File: config.mk
export PLATFORM = sky130hd
export DESIGN_NAME = uart_tx_buffered
export DESIGN_NICKNAME = d
export VERILOG_FILES = /design/src/rtl/uart_pkg.sv /design/src/rtl/uart_tx_buffered_sync_fifo.sv /design/src/rtl/uart_tx_buffered.sv
export SDC_FILE = /design/constraint.sdc
export NUM_CORES = 1
export LEC_CHECK = 0
export ABC_CLOCK_PERIOD_IN_PS = 2850
export CAP_MARGIN = 20
export CORE_MARGIN = 1.5
export CORE_UTILIZATION = 45
export CTS_BUF_LIST = sky130_fd_sc_hd__clkbuf_4
export CTS_CLUSTER_DIAMETER = 150
export DETAILED_ROUTE_END_ITERATION = 10
export GPL_TIMING_DRIVEN = 0
export PLACE_DENSITY_LB_ADDON = 0.2
export RECOVER_POWER = 50
export SYNTH_ARGS = -nofsm -noshare
export SYNTH_HDL_FRONTEND = slang
export SYNTH_SLANG_ARGS = --single-unit
File: constraint.sdc
create_clock -name clk -period 2.85 [get_ports clk]
set_input_delay 0.57 -clock clk [delete_from_list [all_inputs] [get_ports clk]]
set_output_delay 0.57 -clock clk [all_outputs]
set_load 0.01 [all_outputs]
File: src/rtl/uart_pkg.sv
// Shared definitions for the buffered UART transmitter: parity modes,
// transmitter FSM states and the parity-bit helper.
package uart_pkg;

    localparam int unsigned PAR_NONE = 0;
    localparam int unsigned PAR_ODD  = 1;
    localparam int unsigned PAR_EVEN = 2;

    typedef enum logic [2:0] {
        ST_IDLE   = 3'd0,
        ST_START  = 3'd1,
        ST_DATA   = 3'd2,
        ST_PARITY = 3'd3,
        ST_STOP   = 3'd4
    } tx_state_t;

    // Line level of the parity bit given the XOR of all data bits sent.
    function automatic logic parity_bit(input logic data_xor, input int unsigned mode);
        return (mode == PAR_ODD) ? ~data_xor : data_xor;
    endfunction

endpackage

File: src/rtl/uart_tx_buffered_sync_fifo.sv
// Synchronous FIFO with extra-MSB pointers; the head word is presented
// combinationally on rd_data.
module sync_fifo #(
    parameter int unsigned WIDTH = 8,
    parameter int unsigned DEPTH = 4
) (
    input  logic                     clk,
    input  logic                     rst_n,
    input  logic                     wr_en,
    input  logic [WIDTH-1:0]         wr_data,
    input  logic                     rd_en,
    output logic [WIDTH-1:0]         rd_data,
    output logic                     full,
    output logic                     empty,
    output logic [$clog2(DEPTH):0]   count
);

    localparam int unsigned AW = $clog2(DEPTH);
    localparam logic [AW:0] FULL_COUNT = (AW + 1)'(DEPTH);

    logic [WIDTH-1:0] mem [DEPTH];
    logic [AW:0]      wr_ptr;
    logic [AW:0]      rd_ptr;
    logic             do_wr;
    logic             do_rd;

    assign count   = wr_ptr - rd_ptr;
    assign empty   = (wr_ptr == rd_ptr);
    assign full    = (count == FULL_COUNT);
    assign do_wr   = wr_en & ~full;
    assign do_rd   = rd_en & ~empty;
    assign rd_data = mem[rd_ptr[AW-1:0]];

    always_ff @(posedge clk or negedge rst_n) begin
        if (!rst_n) begin
            wr_ptr <= '0;
            rd_ptr <= '0;
        end else begin
            if (do_wr) wr_ptr <= wr_ptr + 1'b1;
            if (do_rd) rd_ptr <= rd_ptr + 1'b1;
        end
    end

    always_ff @(posedge clk) begin
        if (do_wr) mem[wr_ptr[AW-1:0]] <= wr_data;
    end

endmodule

File: src/rtl/uart_tx_buffered.sv
// UART transmitter fed by an internal FIFO; frames are sent LSB-first and
// back-to-back whenever the FIFO still holds data at the end of a frame.
module uart_tx_buffered
    import uart_pkg::*;
#(
    parameter int unsigned CLK_PER_BIT = 100,
    parameter int unsigned DATA_BITS   = 8,
    parameter int unsigned PARITY      = 0,
    parameter int unsigned STOP_BITS   = 1,
    parameter int unsigned FIFO_DEPTH  = 4
) (
    input  logic                 clk,
    input  logic                 rst_n,
    input  logic [DATA_BITS-1:0] data,
    input  logic                 data_ready,
    output logic                 ready,
    output logic                 overflow,
    output logic                 busy,
    output logic                 done,
    output logic                 idle,
    output logic                 serial
);

    localparam int unsigned BAUD_W = $clog2(CLK_PER_BIT);
    localparam int unsigned BIT_W  = $clog2(DATA_BITS + 1);
    localparam int unsigned CNT_W  = $clog2(FIFO_DEPTH) + 1;
    localparam logic [BAUD_W-1:0] BAUD_LAST = BAUD_W'(CLK_PER_BIT - 1);
    localparam logic [BIT_W-1:0]  DATA_LAST = BIT_W'(DATA_BITS - 1);
    localparam logic [BIT_W-1:0]  STOP_LAST = BIT_W'(STOP_BITS - 1);

    tx_state_t            state;
    logic [BAUD_W-1:0]    baud;
    logic [BIT_W-1:0]     bit_cnt;
    logic [DATA_BITS-1:0] shift;
    logic                 par_acc;

    logic [DATA_BITS-1:0] fifo_rd_data;
    logic                 fifo_full;
    logic                 fifo_empty;
    logic [CNT_W-1:0]     fifo_count;
    logic                 push;
    logic                 pop;
    logic                 bit_end;
    logic                 frame_end;
    logic                 line;

    assign ready     = ~fifo_full;
    assign push      = data_ready & ready;
    assign bit_end   = (baud == BAUD_LAST);
    assign frame_end = (state == ST_STOP) && bit_end && (bit_cnt == STOP_LAST);
    assign pop       = ~fifo_empty && ((state == ST_IDLE) || frame_end);

    sync_fifo #(
        .WIDTH (DATA_BITS),
        .DEPTH (FIFO_DEPTH)
    ) u_fifo (
        .clk     (clk),
        .rst_n   (rst_n),
        .wr_en   (push),
        .wr_data (data),
        .rd_en   (pop),
        .rd_data (fifo_rd_data),
        .full    (fifo_full),
        .empty   (fifo_empty),
        .count   (fifo_count)
    );

    always_comb begin
        line = 1'b1;
        case (state)
            ST_START:  line = 1'b0;
            ST_DATA:   line = shift[0];
            ST_PARITY: line = parity_bit(par_acc, PARITY);
            default:   line = 1'b1;
        endcase
    end

    always_ff @(posedge clk or negedge rst_n) begin
        if (!rst_n) begin
            state   <= ST_IDLE;
            baud    <= '0;
            bit_cnt <= '0;
            shift   <= '0;
            par_acc <= 1'b0;
        end else begin
            case (state)
                ST_IDLE: begin
                    if (pop) begin
                        shift   <= fifo_rd_data;
                        par_acc <= 1'b0;
                        baud    <= '0;
                        bit_cnt <= '0;
                        state   <= ST_START;
                    end
                end
                ST_START: begin
                    if (bit_end) begin
                        baud  <= '0;
                        state <= ST_DATA;
                    end else begin
                        baud <= baud + 1'b1;
                    end
                end
                ST_DATA: begin
                    if (bit_end) begin
                        baud    <= '0;
                        shift   <= shift >> 1;
                        par_acc <= par_acc ^ shift[0];
                        if (bit_cnt == DATA_LAST) begin
                            bit_cnt <= '0;
                            state   <= (PARITY != PAR_NONE) ? ST_PARITY : ST_STOP;
                        end else begin
                            bit_cnt <= bit_cnt + 1'b1;
                        end
                    end else begin
                        baud <= baud + 1'b1;
                    end
                end
                ST_PARITY: begin
                    if (bit_end) begin
                        baud  <= '0;
                        state <= ST_STOP;
                    end else begin
                        baud <= baud + 1'b1;
                    end
                end
                ST_STOP: begin
                    // bit_cnt is reused here to count stop bits
                    if (bit_end) begin
                        baud <= '0;
                        if (bit_cnt == STOP_LAST) begin
                            bit_cnt <= '0;
                            if (pop) begin
                                shift   <= fifo_rd_data;
                                par_acc <= 1'b0;
                                state   <= ST_START;
                            end else begin
                                state <= ST_IDLE;
                            end
                        end else begin
                            bit_cnt <= bit_cnt + 1'b1;
                        end
                    end else begin
                        baud <= baud + 1'b1;
                    end
                end
                default: state <= ST_IDLE;
            endcase
        end
    end

    // Outputs register the current-state decode, so the pin and status
    // flags all trail the FSM by exactly one cycle and stay mutually aligned.
    always_ff @(posedge clk or negedge rst_n) begin
        if (!rst_n) begin
            serial   <= 1'b1;
            done     <= 1'b0;
            busy     <= 1'b0;
            idle     <= 1'b1;
            overflow <= 1'b0;
        end else begin
            serial   <= line;
            done     <= frame_end;
            busy     <= (state != ST_IDLE);
            idle     <= (state == ST_IDLE) && (fifo_count == '0);
            overflow <= overflow | (data_ready & ~ready);
        end
    end

endmodule

==> results.cfg <==
[floorplan]
initial_core_util = 0.476
die-width_um = 85.6
core_um2 = 6460
die_area_um2 = 7330
num_rows = 29
ios = 17
die_y_um = 85.6

[power]
power_frac_seq = 0.450
leakagePower_nw = 1.34
swShare = 0.312
max-vdd-ir-drop_uv = 586
p_switching_mw = 0.986
power_frac_comb = 0.327
power.internal_mw = 2.18
clkPwrFrac = 0.223
power_density_nw_per_um2 = 904
p_total_mw = 3.16

[outcome]
violations = capacitance limit, slew limit
outcome = finished, violations left

[drt]
postRouteAntennaNets = 0
drt_pass1_iterations = 4
drc = 0
dr_total_vias = 1888
viasPerCell = 5.62
post_drt_wl_per_cell_um = 16.2
drtIter0Drc = 92
wl_um = 5460

[synthesis]
synth_ff_type = edfxtp_1
syn_inst = 227
synth_top_family_by_area = simple AND/OR/NAND/NOR gates
synth_compound_area_frac = 0.0871
synth_area_um2 = 3070
synthAdderAreaFrac = 0.0407
ys_warn_count = 0
synth-simple-area-share = 0.121
synth-edff-count = 32
yosys.cell_types.count = 47
synthMuxAreaShare = 0.121
syn_nets = 248
avgSynthCellArea_um2 = 13.5
synth_xor_xnor_area_share = 0.0200
ys_ff_latch = 66
ys_async_sr_fraction = 0.515
synth-seq-area-share = 0.590

[clock_tree]
clkLatencyLatePin_ns = 0.41
cts_tree = yes
clkSinkCount = 66
root_buffer = clkbuf_4
h-tree-depth = 3
path_clk_slew_ns = 0.09
clockBufferDepth = 2
cts_buffers = 9
cts_setup_buffers = 0

[setup_path]
critPathKind = reg -> out
max_stage_delay_ns = 0.49
path_cells = buf_6, inv_1, ha_1, nor2b_2, xnor2_2, nand3_1, clkdlybuf4s50_1
r2r_end = u_fifo.mem[3][0]
critPathMaxFanout = 10
r2r_cells = 7
startpoint_type = flip-flop
worst_path_max_delay_cell = clkdlybuf4s50_1
worst-r2r-setup-slack_ns = 0.52
arrival_ns = 2.11
critPathRequiredTime_ns = 2.28
crit_path_end_kind = primary output
r2r-start = u_fifo.rd_ptr[1]

[min_path]
hold_class = reg -> reg
hold-path-endpoint = overflow
worstHoldStart = overflow
holdPathStages = 1

[place]
io_buffer_count = 16
dpl_cell_area_um2 = 3320
dp_hpwl_um = 3660
gp_congestion = 0.840
dpl.cell_count = 320

[final_layout]
drive_gt1_frac = 0.201
layout.cells.non_filler = 336
final_cell_mix = dfrtp_1 (32), edfxtp_1 (32), o21ai_0 (18)
nets = 275
final_area_um2 = 3500
area_delta_synth_final_pct = 13.8
diodes = 0

[sta]
setup_tns_ns = 0
relSlewSlack = -0.243
finalSetupViolations = 0
worstMarginPinSlew_ns = 1.86
fin_crit_sh = 0.939
rsz0062_at_grt = false
hold_viol = 0
min_period_ns = 2.68
clock_skew_ns = 0.0175
max_freq_ghz = 0.374
final_max_slew_viol_count = 35

[grt]
grt_pass1_vias = 1914
grt_max_degree = 35
grt_overflow = 0
antenna_found_initial = 0
grt_pass1_wl_um = 9410
grt_usage = 0.173

[run]
cap_viol_max_count = 1
metal layers:
metal / track usage / wire (um) / part of all wire
met1: 0.245 / 2720 / 0.50
met2: 0.245 / 2420 / 0.44
met3: 0.0414 / 170 / 0.031
met4: 0.0997 / 144 / 0.026
met5: 0 / 0 / 0
state kept, by name, indices dropped and copies added, names as in the netlist, 3 cells and up:
signal,cells
u_fifo.rd_ptr,3
state,3
baud,7
bit_cnt,4
u_fifo.wr_ptr,3
shift,8
u_fifo.mem,32
timing repair:
item	CTS	global route
endpoints found under the setup margin	1	1
hold buffers	0	0
resized for setup	2	4
critical path, delay by kind of cell (launching register included):
| family | cells | cell delay (ns) |
|---|---|---|
| buffers and inverters | 3 | 0.71 |
| adder cells (fa/ha/maj) | 1 | 0.20 |
| XOR/XNOR | 1 | 0.14 |
| flip-flops | 1 | 0.38 |
| AND/OR/NAND/NOR | 2 | 0.28 |
synthesized netlist by cell type (all sizes together) (2+ instances only):
master | instances | area share
o211ai | 4 | 0.014
nor3 | 2 | 0.0033
mux2 | 16 | 0.059
xnor2 | 4 | 0.011
dfrtp | 32 | 0.26
edfxtp | 32 | 0.31
nand2 | 9 | 0.011
o21ai | 19 | 0.032
clkbuf | 3 | 0.0037
inv | 11 | 0.013
buf | 2 | 0.0033
nand3b | 2 | 0.0049
ha | 10 | 0.041
mux4 | 8 | 0.059
nand3 | 5 | 0.0081
and3 | 3 | 0.0061
a21oi | 2 | 0.0033
nand2b | 6 | 0.012
dfstp | 2 | 0.017
xor2 | 3 | 0.0086
nor2b | 4 | 0.0081
o31ai | 2 | 0.0049
nand4 | 2 | 0.0041
and2 | 5 | 0.010
nor2 | 15 | 0.019
a31oi | 5 | 0.010
or4 | 3 | 0.0085
how the worst max path moves through the flow:
stage	start	end	slack (ns)
5_1_grt	u_fifo.rd_ptr[1]	ready	0.02
3_5_place_dp	u_fifo.rd_ptr[1]	u_fifo.mem[3][5]	0.13
3_3_place_gp	u_fifo.rd_ptr[1]	u_fifo.mem[0][5]	0.12
6_report	u_fifo.rd_ptr[1]	ready	0.17
4_1_cts	u_fifo.rd_ptr[1]	ready	0.002
2_1_floorplan	u_fifo.rd_ptr[1]	u_fifo.mem[3][0]	0.66
power groups by stage:
stage          Combinational (mW)  Sequential (mW)  Clock, mW
2_1_floorplan               0.766             1.40          0
3_3_place_gp                 1.00             1.43          0
3_5_place_dp                 1.02             1.44          0
4_1_cts                      1.03             1.42      0.721
5_1_grt                      1.17             1.45      0.756
6_report                     1.04             1.42      0.704
metrics by stage:
stage / utilization / hold WS (ns) / worst slack, ns
2_1_floorplan: - / 0.274 / 0.664
3_3_place_gp: 0.515 / 0.466 / 0.120
3_5_place_dp: 0.515 / 0.465 / 0.134
4_1_cts: 0.540 / 0.242 / 0.00212
5_1_grt: 0.542 / 0.526 / 0.0239
6_report: 0.542 / 0.482 / 0.174
layout make-up:
| class | count | area, um2 |
|---|---|---|
| flip-flops and latches | 66 | 1810 |
| inverters | 11 | 41.3 |
| fillers | 555 | 2960 |
| clock buffers | 12 | 90.1 |
| repair buffers | 16 | 154 |
| clock inverters | 4 | 68.8 |
| multi-input cells | 145 | 1210 |
| plain buffers | 5 | 27.5 |
| well taps | 77 | 96.3 |
cell families after synthesis:
group	after synthesis
flops	66
simple gates	63
compound gates	40
mux	25
buf+inv	16
fa+ha+maj	10
xor+xnor	7
Note: power is estimated with default switching activity, not from simulation.
==> RTL change (same settings) <==
Make the reset (`rst_n`) synchronous in 3 clocked blocks.
--- a/src/rtl/uart_tx_buffered_sync_fifo.sv
+++ b/src/rtl/uart_tx_buffered_sync_fifo.sv
@@ -31,7 +31,7 @@
     assign do_rd   = rd_en & ~empty;
     assign rd_data = mem[rd_ptr[AW-1:0]];
 
-    always_ff @(posedge clk or negedge rst_n) begin
+    always_ff @(posedge clk) begin
         if (!rst_n) begin
             wr_ptr <= '0;
             rd_ptr <= '0;
--- a/src/rtl/uart_tx_buffered.sv
+++ b/src/rtl/uart_tx_buffered.sv
@@ -75,7 +75,7 @@
         endcase
     end
 
-    always_ff @(posedge clk or negedge rst_n) begin
+    always_ff @(posedge clk) begin
         if (!rst_n) begin
             state   <= ST_IDLE;
             baud    <= '0;
@@ -151,7 +151,7 @@
 
     // Outputs register the current-state decode, so the pin and status
     // flags all trail the FSM by exactly one cycle and stay mutually aligned.
-    always_ff @(posedge clk or negedge rst_n) begin
+    always_ff @(posedge clk) begin
         if (!rst_n) begin
             serial   <= 1'b1;
             done     <= 1'b0;
Formal check against the unedited RTL: differs if rst_n is asserted again (counterexample within 4 cycles, from zero or initial values and one cycle with rst_n low); with rst_n held inactive, the same outputs for 10 cycles.
==> RTL change against the original RTL <==
Sequential cell count up 2. Hold slack lost 0.0054 ns. Sequential power fell by 11%. Routed wire length shrank 2.2%. Highest routed layer unchanged. Total power fell by 10%. Largest cell class unchanged. Register-to-register slack improved by 0.11 ns. Final area hardly changed. Via count is 0.58% higher. Setup slack gained 0.031 ns. Critical path depth unchanged. Cell count is 7.7% higher. Area after synthesis increased by 0.57%. Sequential share of layout area fell by 3.8 points.
==> RTL change: results (changes against the original RTL) <==
| Metric | Value |
|---|---|
| Status | `finished clean (was complete, but fails checks)` |
| Worst hold slack | `0.477 ns (was 0.482 ns)` |
| Mapped Nets | `271 (was 248)` |
| Nets | `298 (was 275)` |
| Initial drt markers | `49 (was 92)` |
| Critical R2R Capture | `u_fifo.mem[3][6] (was u_fifo.mem[3][0])` |
| Reg2reg start | `u_fifo.wr_ptr[0] (was u_fifo.rd_ptr[1])` |
| Area after DPL | `3350 um^2 (was 3320 um^2)` |
| Fillers | `634 (was 555)` |
| Hold Crit Start | `shift[7] (was overflow)` |
| Final worst setup slack | `0.205 ns (was 0.174 ns)` |
| Largest stage delay, worst path | `0.52 ns (was 0.49 ns)` |
| NetSw | `0.953 mW (was 0.986 mW)` |
| Placed insts | `346 (was 320)` |
| Synth top cells by count | `36 x dfxtp_1, 32 x edfxtp_1, 20 x nand2_1, 14 x nor2_1, 11 x and2_1 (was 32 x dfrtp_1, 32 x edfxtp_1, 18 x o21ai_0, 16 x mux2_2, 14 x nor2_1)` |
| Seq/Total Area, Yosys | `54.4% (was 59.0%)` |
| Async SR Flop Fraction | `0% (was 51.5%)` |
| Worst R2R Setup Slack | `0.63 ns (was 0.52 ns)` |
| Post-DP HPWL | `3.70 mm (was 3.66 mm)` |
| CTS resizes | `0 (was 2)` |
| Count of cell types in the netlist | `51 (was 47)` |
| Fin. max-slew vios | `0 (was 35)` |
| First-pass GRT wire length | `8.95 mm (was 9.41 mm)` |
| Compound-cell area share of the yosys netlist | `10.6% (was 8.71%)` |
| Internal | `1.88 mW (was 2.18 mW)` |
| Gpl congestion | `0.765 (was 0.840)` |
| Reg clk slew, reported paths | `0.12 ns (was 0.09 ns)` |
| Final Skew | `0.0139 ns (was 0.0175 ns)` |
| Post-Layout Cell Count | `362 (was 336)` |
==> RTL change: cell types whose count changed after synthesis, moves of 5 or more <==
cell     delta
and2_1      +6
a21oi_1     +6
nand2_1    +11
o211a_1     +7
o21ai_0    -13
dfxtp_1    +36
a31oi_1     -5
xor2_1      +6
mux2i_1     +9
mux2_2     -16
dfrtp_1    -32
==> RTL change: per-layer routing <==
| layer | vias up | track usage [%] | wire (um) |
|---|---|---|---|
| li1 | 960 | - | - |
| met1 | 905 | 21.1 | 2630 |
| met2 | 25 | 24.2 | 2440 |
| met3 | 9 | 5.20 | 177 |
| met4 | 0 | 7.62 | 89 |
| met5 | - | 0 | 0 |
==> RTL change: layout make-up <==
cell class	count	area, um^2	share of cell area, %
clock inverters	7	82.6	2.36
multi-input cells	161	1290	37.0
plain buffers	12	75.1	2.15
well taps	80	100	2.86
clock buffers	9	67.6	1.93
repair buffers	16	160	4.58
inverters	9	33.8	0.966
flip-flops and latches	68	1680	48.1
